==> src/rtl/branch_decode_queue.sv <==
// -----------------------------------------------------------------------------
// branch_decode_queue
//
// Decodes B-form (bc, primary opcode 16) and I-form (b, primary opcode 18)
// branches. For each one it computes the branch target and the LR-save value,
// flags the CTR and LR side effects, and queues the result in a DEPTH-entry
// FIFO with valid/ready handshakes on both sides. A word with any other
// primary opcode is still accepted from upstream, but it is dropped. It is
// reported by a one-cycle error pulse and counted in a saturating error
// counter.
//
// Instruction bits follow big-endian numbering: inst[k] is instruction_i[31-k].
//
// Ports
//   clock_i, reset_i           clock (rising edge), async active-low reset
//   flush_i                    synchronous clear of the queued entries
//   valid_i / ready_o          upstream handshake (ready_o depends on count only)
//   instruction_i              raw instruction word
//   instructionAddress_i       instruction address
//   is64Bit_i                  1 = 64-bit mode, 0 = 32-bit address wrap
//   instructionPid_i/Tid_i/MajId_i   header fields carried with the entry
//   valid_o / ready_i          downstream handshake on the head entry
//   opcode_o .. is64Bit_o      decoded payload of the head entry
//   count_o                    current occupancy
//   decodeError_o              pulse one cycle after a rejected opcode
//   errorCount_o               saturating count of rejected opcodes
// -----------------------------------------------------------------------------
module branch_decode_queue #(
   parameter int addressWidth            = 64,
   parameter int instructionWidth        = 32,
   parameter int PidSize                 = 20,
   parameter int TidSize                 = 16,
   parameter int instructionCounterWidth = 64,
   parameter int opcodeSize              = 12,
   parameter int DEPTH                   = 4,
   parameter int BcDecodedOpcode         = 24,
   parameter int BDecodedOpcode          = 25,
   parameter int errCountWidth           = 16
) (
   input  logic                               clock_i,
   input  logic                               reset_i,
   input  logic                               flush_i,
   input  logic                               valid_i,
   output logic                               ready_o,
   input  logic [instructionWidth-1:0]        instruction_i,
   input  logic [addressWidth-1:0]            instructionAddress_i,
   input  logic                               is64Bit_i,
   input  logic [PidSize-1:0]                 instructionPid_i,
   input  logic [TidSize-1:0]                 instructionTid_i,
   input  logic [instructionCounterWidth-1:0] instructionMajId_i,
   output logic                               valid_o,
   input  logic                               ready_i,
   output logic [opcodeSize-1:0]              opcode_o,
   output logic [addressWidth-1:0]            target_o,
   output logic [addressWidth-1:0]            lrValue_o,
   output logic [4:0]                         bo_o,
   output logic [4:0]                         bi_o,
   output logic                               usesCtr_o,
   output logic                               writesLr_o,
   output logic [instructionCounterWidth-1:0] majId_o,
   output logic [PidSize-1:0]                 pid_o,
   output logic [TidSize-1:0]                 tid_o,
   output logic                               is64Bit_o,
   output logic [$clog2(DEPTH):0]             count_o,
   output logic                               decodeError_o,
   output logic [errCountWidth-1:0]           errorCount_o
);

   localparam int PtrW = $clog2(DEPTH);
   localparam int CntW = PtrW + 1;
   localparam logic [CntW-1:0]          FullCount = CntW'(DEPTH);
   localparam logic [addressWidth-1:0]  Low32Mask = addressWidth'(64'hFFFF_FFFF);
   localparam logic [errCountWidth-1:0] ErrMax    = '1;

   typedef struct packed {
      logic [opcodeSize-1:0]              opcode;
      logic [addressWidth-1:0]            target;
      logic [addressWidth-1:0]            lr_value;
      logic [4:0]                         bo;
      logic [4:0]                         bi;
      logic                               uses_ctr;
      logic                               writes_lr;
      logic [instructionCounterWidth-1:0] maj_id;
      logic [PidSize-1:0]                 pid;
      logic [TidSize-1:0]                 tid;
      logic                               is_64bit;
   } entry_t;

   // ---------------------------------------------------------------- decode
   logic [5:0]              prim_op;
   logic                    is_bc;
   logic                    is_b;
   logic                    op_ok;
   logic [addressWidth-1:0] imm_bc;
   logic [addressWidth-1:0] imm_b;
   logic [addressWidth-1:0] imm;
   logic [addressWidth-1:0] target_raw;
   logic [addressWidth-1:0] lr_raw;
   entry_t                  dec_entry;

   assign prim_op = instruction_i[31:26];
   assign is_bc   = (prim_op == 6'd16);
   assign is_b    = (prim_op == 6'd18);
   assign op_ok   = is_bc | is_b;

   // BD is inst[16:29] and LI is inst[6:29]. Both are word offsets, so
   // the two low bits are zero.
   assign imm_bc = {{(addressWidth-16){instruction_i[15]}}, instruction_i[15:2], 2'b00};
   assign imm_b  = {{(addressWidth-26){instruction_i[25]}}, instruction_i[25:2], 2'b00};
   assign imm    = is_b ? imm_b : imm_bc;

   // AA = inst[30] selects an absolute target.
   assign target_raw = instruction_i[1] ? imm : (instructionAddress_i + imm);
   assign lr_raw     = instructionAddress_i + addressWidth'(4);

   always_comb begin
      dec_entry           = '0;
      dec_entry.opcode    = is_b ? opcodeSize'(BDecodedOpcode) : opcodeSize'(BcDecodedOpcode);
      // 32-bit mode: both addresses wrap at 2^32.
      dec_entry.target    = is64Bit_i ? target_raw : (target_raw & Low32Mask);
      dec_entry.lr_value  = is64Bit_i ? lr_raw : (lr_raw & Low32Mask);
      // An I-form branch behaves as branch-always: BO = 0b10100 and CTR is untouched.
      dec_entry.bo        = is_b ? 5'b10100 : instruction_i[25:21];
      dec_entry.bi        = is_b ? 5'b00000 : instruction_i[20:16];
      // BO bit 2 (inst[8]) clear means the branch decrements and tests CTR.
      dec_entry.uses_ctr  = is_bc & ~instruction_i[23];
      dec_entry.writes_lr = instruction_i[0];
      dec_entry.maj_id    = instructionMajId_i;
      dec_entry.pid       = instructionPid_i;
      dec_entry.tid       = instructionTid_i;
      dec_entry.is_64bit  = is64Bit_i;
   end

   // ------------------------------------------------------------------ fifo
   entry_t                   mem_q [DEPTH];
   logic [PtrW-1:0]          wr_ptr_q, wr_ptr_d;
   logic [PtrW-1:0]          rd_ptr_q, rd_ptr_d;
   logic [CntW-1:0]          count_q, count_d;
   logic                     decode_err_q, decode_err_d;
   logic [errCountWidth-1:0] err_cnt_q, err_cnt_d;
   logic                     push_hs;
   logic                     do_push;
   logic                     do_pop;
   logic                     reject;
   entry_t                   head;

   assign ready_o = (count_q != FullCount);
   assign valid_o = (count_q != '0);

   // A rejected word still completes the upstream handshake. Flush
   // overrides push, pop and error accounting in the same cycle.
   assign push_hs = valid_i & ready_o;
   assign do_push = push_hs & op_ok & ~flush_i;
   assign do_pop  = valid_o & ready_i & ~flush_i;
   assign reject  = push_hs & ~op_ok & ~flush_i;

   always_comb begin
      wr_ptr_d     = wr_ptr_q;
      rd_ptr_d     = rd_ptr_q;
      count_d      = count_q;
      decode_err_d = reject;
      err_cnt_d    = err_cnt_q;

      if (flush_i) begin
         wr_ptr_d = '0;
         rd_ptr_d = '0;
         count_d  = '0;
      end else begin
         if (do_push) wr_ptr_d = wr_ptr_q + PtrW'(1);
         if (do_pop)  rd_ptr_d = rd_ptr_q + PtrW'(1);
         case ({do_push, do_pop})
            2'b10:   count_d = count_q + CntW'(1);
            2'b01:   count_d = count_q - CntW'(1);
            default: count_d = count_q;
         endcase
      end

      if (reject && (err_cnt_q != ErrMax)) err_cnt_d = err_cnt_q + errCountWidth'(1);
   end

   always_ff @(posedge clock_i or negedge reset_i) begin
      if (!reset_i) begin
         wr_ptr_q     <= '0;
         rd_ptr_q     <= '0;
         count_q      <= '0;
         decode_err_q <= 1'b0;
         err_cnt_q    <= '0;
      end else begin
         wr_ptr_q     <= wr_ptr_d;
         rd_ptr_q     <= rd_ptr_d;
         count_q      <= count_d;
         decode_err_q <= decode_err_d;
         err_cnt_q    <= err_cnt_d;
      end
   end

   // Storage is cleared on reset so that the payload outputs read zero.
   always_ff @(posedge clock_i or negedge reset_i) begin
      if (!reset_i) begin
         for (int i = 0; i < DEPTH; i++) mem_q[i] <= '0;
      end else if (do_push) begin
         mem_q[wr_ptr_q] <= dec_entry;
      end
   end

   // --------------------------------------------------------------- outputs
   assign head = mem_q[rd_ptr_q];

   assign opcode_o      = head.opcode;
   assign target_o      = head.target;
   assign lrValue_o     = head.lr_value;
   assign bo_o          = head.bo;
   assign bi_o          = head.bi;
   assign usesCtr_o     = head.uses_ctr;
   assign writesLr_o    = head.writes_lr;
   assign majId_o       = head.maj_id;
   assign pid_o         = head.pid;
   assign tid_o         = head.tid;
   assign is64Bit_o     = head.is_64bit;
   assign count_o       = count_q;
   assign decodeError_o = decode_err_q;
   assign errorCount_o  = err_cnt_q;

endmodule

==> config.mk <==
export PLATFORM = sky130hd
export DESIGN_NAME = branch_decode_queue
export DESIGN_NICKNAME = d
export VERILOG_FILES = /design/src/rtl/branch_decode_queue.sv
export SDC_FILE = /design/constraint.sdc
export NUM_CORES = 2
export LEC_CHECK = 0
export ABC_AREA = 1
export ABC_CLOCK_PERIOD_IN_PS = 3000
export CAP_MARGIN = 10
export CORE_MARGIN = 2
export CORE_UTILIZATION = 40
export CTS_CLUSTER_DIAMETER = 60
export DETAILED_ROUTE_END_ITERATION = 12
export HOLD_SLACK_MARGIN = 0.03
export PLACE_DENSITY = 0.6
export SLEW_MARGIN = 0
export SYNTH_ARGS = -nofsm -noshare
export SYNTH_HDL_FRONTEND = slang
export SYNTH_SLANG_ARGS = --single-unit
==> constraint.sdc <==
create_clock -name clock_i -period 3 [get_ports clock_i]
set_input_delay 0.45 -clock clock_i [delete_from_list [all_inputs] [get_ports clock_i]]
set_output_delay 0.45 -clock clock_i [all_outputs]
set_load 0.005 [all_outputs]
==> key figures <==
Hold path
  • Hold Path Class: in -> reg

Power
  • P_int: 29200 µW
  • Register share of total power: 32.5%
  • Logic pwr share: 34.6%
  • Max VDD drop: 0.559 mV
  • PD cells: 627 nW/µm²
  • Clock Power Share: 32.9%
  • Sw power: 15000 µW
  • Sw Ratio: 33.9%
  • Static Leakage: 0.0375 µW

Routing
  • Post-DR wirelength/cell: 21.4 µm
  • Final wirelength: 211000 µm
  • Initial drt markers: 5239
  • DRT Pass-1 Iters: 6
  • Vias: 52670
  • Drt via density: 5.32
  • ANT nets after route: 0
  • DRC viols: 0

Job
  • Maxcap violations: 0

STA
  • Final Max Slew Viols: 0
  • Period utilization: 104%
  • Final setup fails: 3
  • Relative slew slack: 36.4%
  • Setup ws final: -0.120 ns
  • Maximum clock frequency: 0.320 GHz
  • Worst clock skew: 0.0353 ns
  • Endpoints failing hold: 0
  • Fin crit period: 3.12 ns
  • RSZ-0062 raised after global routing: true
  • Worst-Margin Slew: 0.944 ns

Placed design
  • I/O Buffers: 467
  • Post-place setup slack: -1.06 ns
  • HPWL after DPL: 135000 µm
  • Placer congestion estimate: 0.978
  • Post-DP Area: 62300 µm²

Synthesis
  • Number of synthesis warnings: 0
  • Post-Syn Area: 52300 µm²
  • Top cells by area, synth: dfrtp_1 (48%), nand2_1 (22%), o21ai_0 (7.2%)
  • Cells after Synth: 7184
  • Yosys reg bits: 996
  • Asr flop ratio synth: 100%
  • Register area share after synthesis: 47.6%
  • Top FF cell, synth: dfrtp_1
  • Synth area leader: dfrtp_1
  • Top cell type's share of synthesized area: 47.6%
  • Post-synth EDFFs: 0
  • Synth cell types: 47
  • Syn_area_per_cell: 7.28 µm²

Critical path
  • Critical path data arrival time: 2.67 ns
  • Crit-path max cell delay: 0.56 ns
  • Worst Path Required: 2.55 ns
  • CP cell instances: buf_8 > buf_16 > o21ai_0 > o22ai_1 > buf_4 > clkdlybuf4s50_1
  • CP Capture Type: output port
  • WS Path Type: reg -> out
  • Critical path peak fanout: 16
  • CP Launch Type: flop
  • CP max-delay cell: dfrtp_4

Finish
  • Post-layout instance area: 70500 µm²
  • Final Util: 54.4%
  • Leading cell type in the layout, fill and taps excluded: nand2_1
  • Layout cells sized above 1: 17.3%
  • Fill cell count: 12250
  • Most frequent cells in the layout: nand2_1 (2956), dfrtp_1 (994), o21ai_0 (619)
  • Layout area overhead: 34.7%
  • Nets@finish: 8311

Clock network
  • TritonCTS Buffers: 114
  • Root buf cell: clkbuf_16
  • Clock buffer depth: 3
  • Clk slew on worst S/H paths: 0.06 ns
  • CTS sink count: 996
  • TritonCTS clock tree: yes
  • CTS H-tree lvls: 3
  • Skew-Pair Late Insertion Delay: 0.76 ns

Floorplanning
  • Die X: 366 µm
  • IO Pins: 477
  • Die span in y: 366 µm
  • FP Rows: 132
  • Die area: 134000 µm²
  • Initial Utilization: 40.4%
  • Core Area: 130000 µm²

Global routing
  • Global-route usage over all layers: 30.4%
  • First-pass GRT wire length: 315000 µm
  • Total gr overflow: 0
  • Antenna violations before repair: 25
  • Vias in the first global route: 49614
  • Largest net degree at the start of global routing: 113

Run status
  • Outcome: finished, violations left
  • Failing checks: negative setup slack
## layout make-up
class / count / area [µm²] / area share [%]
clock inverters: 57 / 684 / 0.971
repair inverters: 4 / 77.6 / 0.110
clock buffers: 157 / 3270 / 4.63
inverters: 431 / 1700 / 2.41
multi-input cells: 5355 / 25500 / 36.2
repair buffers: 1133 / 12100 / 17.2
diodes: 20 / 50.0 / 0.0710
well taps: 1742 / 2180 / 3.09
flip-flops and latches: 996 / 24900 / 35.4
## kinds of logic after synthesis
group	count (synthesis)	share of synthesized area (%)
adders and majority gates	74	1.80
and+or+nand+nor	4109	31.1
buffers and inverters	841	7.28
DFF	996	47.6
other	1	0.00717
AOI/OAI and AO/OA	1102	11.2
xor gates and xnor gates	61	1.02
## power groups by stage
stage	clock network, µW	logic [µW]	registers, µW
3_5_place_dp	0	12900	14600
2_1_floorplan	0	5480	14500
4_1_cts	14800	14400	14400
5_1_grt	15300	16300	14400
6_report	14500	15300	14400
3_3_place_gp	0	12900	14600
## worst max-delay path, delay by kind of cell (launching register included)
kind	cells	cell delay, ns
compound gates	2	0.30
buf+inv	4	1.04
flops	1	0.56
## state kept, by name, indices dropped and copies added, names as in the netlist
name and count:
errorCount_o 16, decodeError_o 1, rd_ptr_q 2, mem_q 972
wr_ptr_q 2, count_o 3
## cells in the mapped netlist, types with 55 or more instances
cell type     n
nand2_1    3029
dfrtp_1     996
o21ai_0     757
nor2_1      672
inv_1       420
nand3_1     254
o22ai_1     243
clkbuf_1    168
buf_2       147
ha_1         72
buf_4        61
a21oi_1      55
## metrics by stage
stage	setup TNS (ns)	hold slack, ns	power, µW	std cells
2_1_floorplan	-24.70	0.154	20000	7192
3_3_place_gp	-163.42	0.441	27500	9521
3_5_place_dp	-172.31	0.441	27500	9521
4_1_cts	-7.20	0.215	43500	9826
5_1_grt	-1.58	0.228	46100	9888
6_report	-0.266	0.188	44200	9895
## final timing paths
path                       depth (start not counted)  slack [ns]                     end               startpoint
min                                                4        0.19  mem_q[355]$_DFFE_PN0P_        instruction_i[27]
max                                                6       -0.12            target_o[54]  rd_ptr_q[1]$_DFFE_PN0P_
min reg2reg                                        1        0.47  mem_q[751]$_DFFE_PN0P_   mem_q[751]$_DFFE_PN0P_
max in group asynchronous                          3        1.58  mem_q[146]$_DFFE_PN0P_                  reset_i
max reg2reg                                       11        0.80  mem_q[805]$_DFFE_PN0P_   count_o[0]$_DFFE_PN0P_
min in group asynchronous                          2        0.27   mem_q[66]$_DFFE_PN0P_                  reset_i
## routing by layer
layer  vias to the layer above  global-route usage [%]  share of wire [%]
li1                      24602                       -                  -
met1                     25459                    41.9                 43
met2                      2209                    48.4                 46
met3                       390                    4.39                7.4
met4                        10                    11.7                3.8
met5                         -                       0              0.031
## timing repair
item	4_1_cts	5_1_grt
setup buffers	51	37
setup endpoints to repair	421	336
pin swaps	84	75
cloned	41	15
hold buffers	1	0
gates resized for setup	633	539
endpoints found under the hold margin	59	0
No activity file was read; power rests on OpenSTA's default activity.
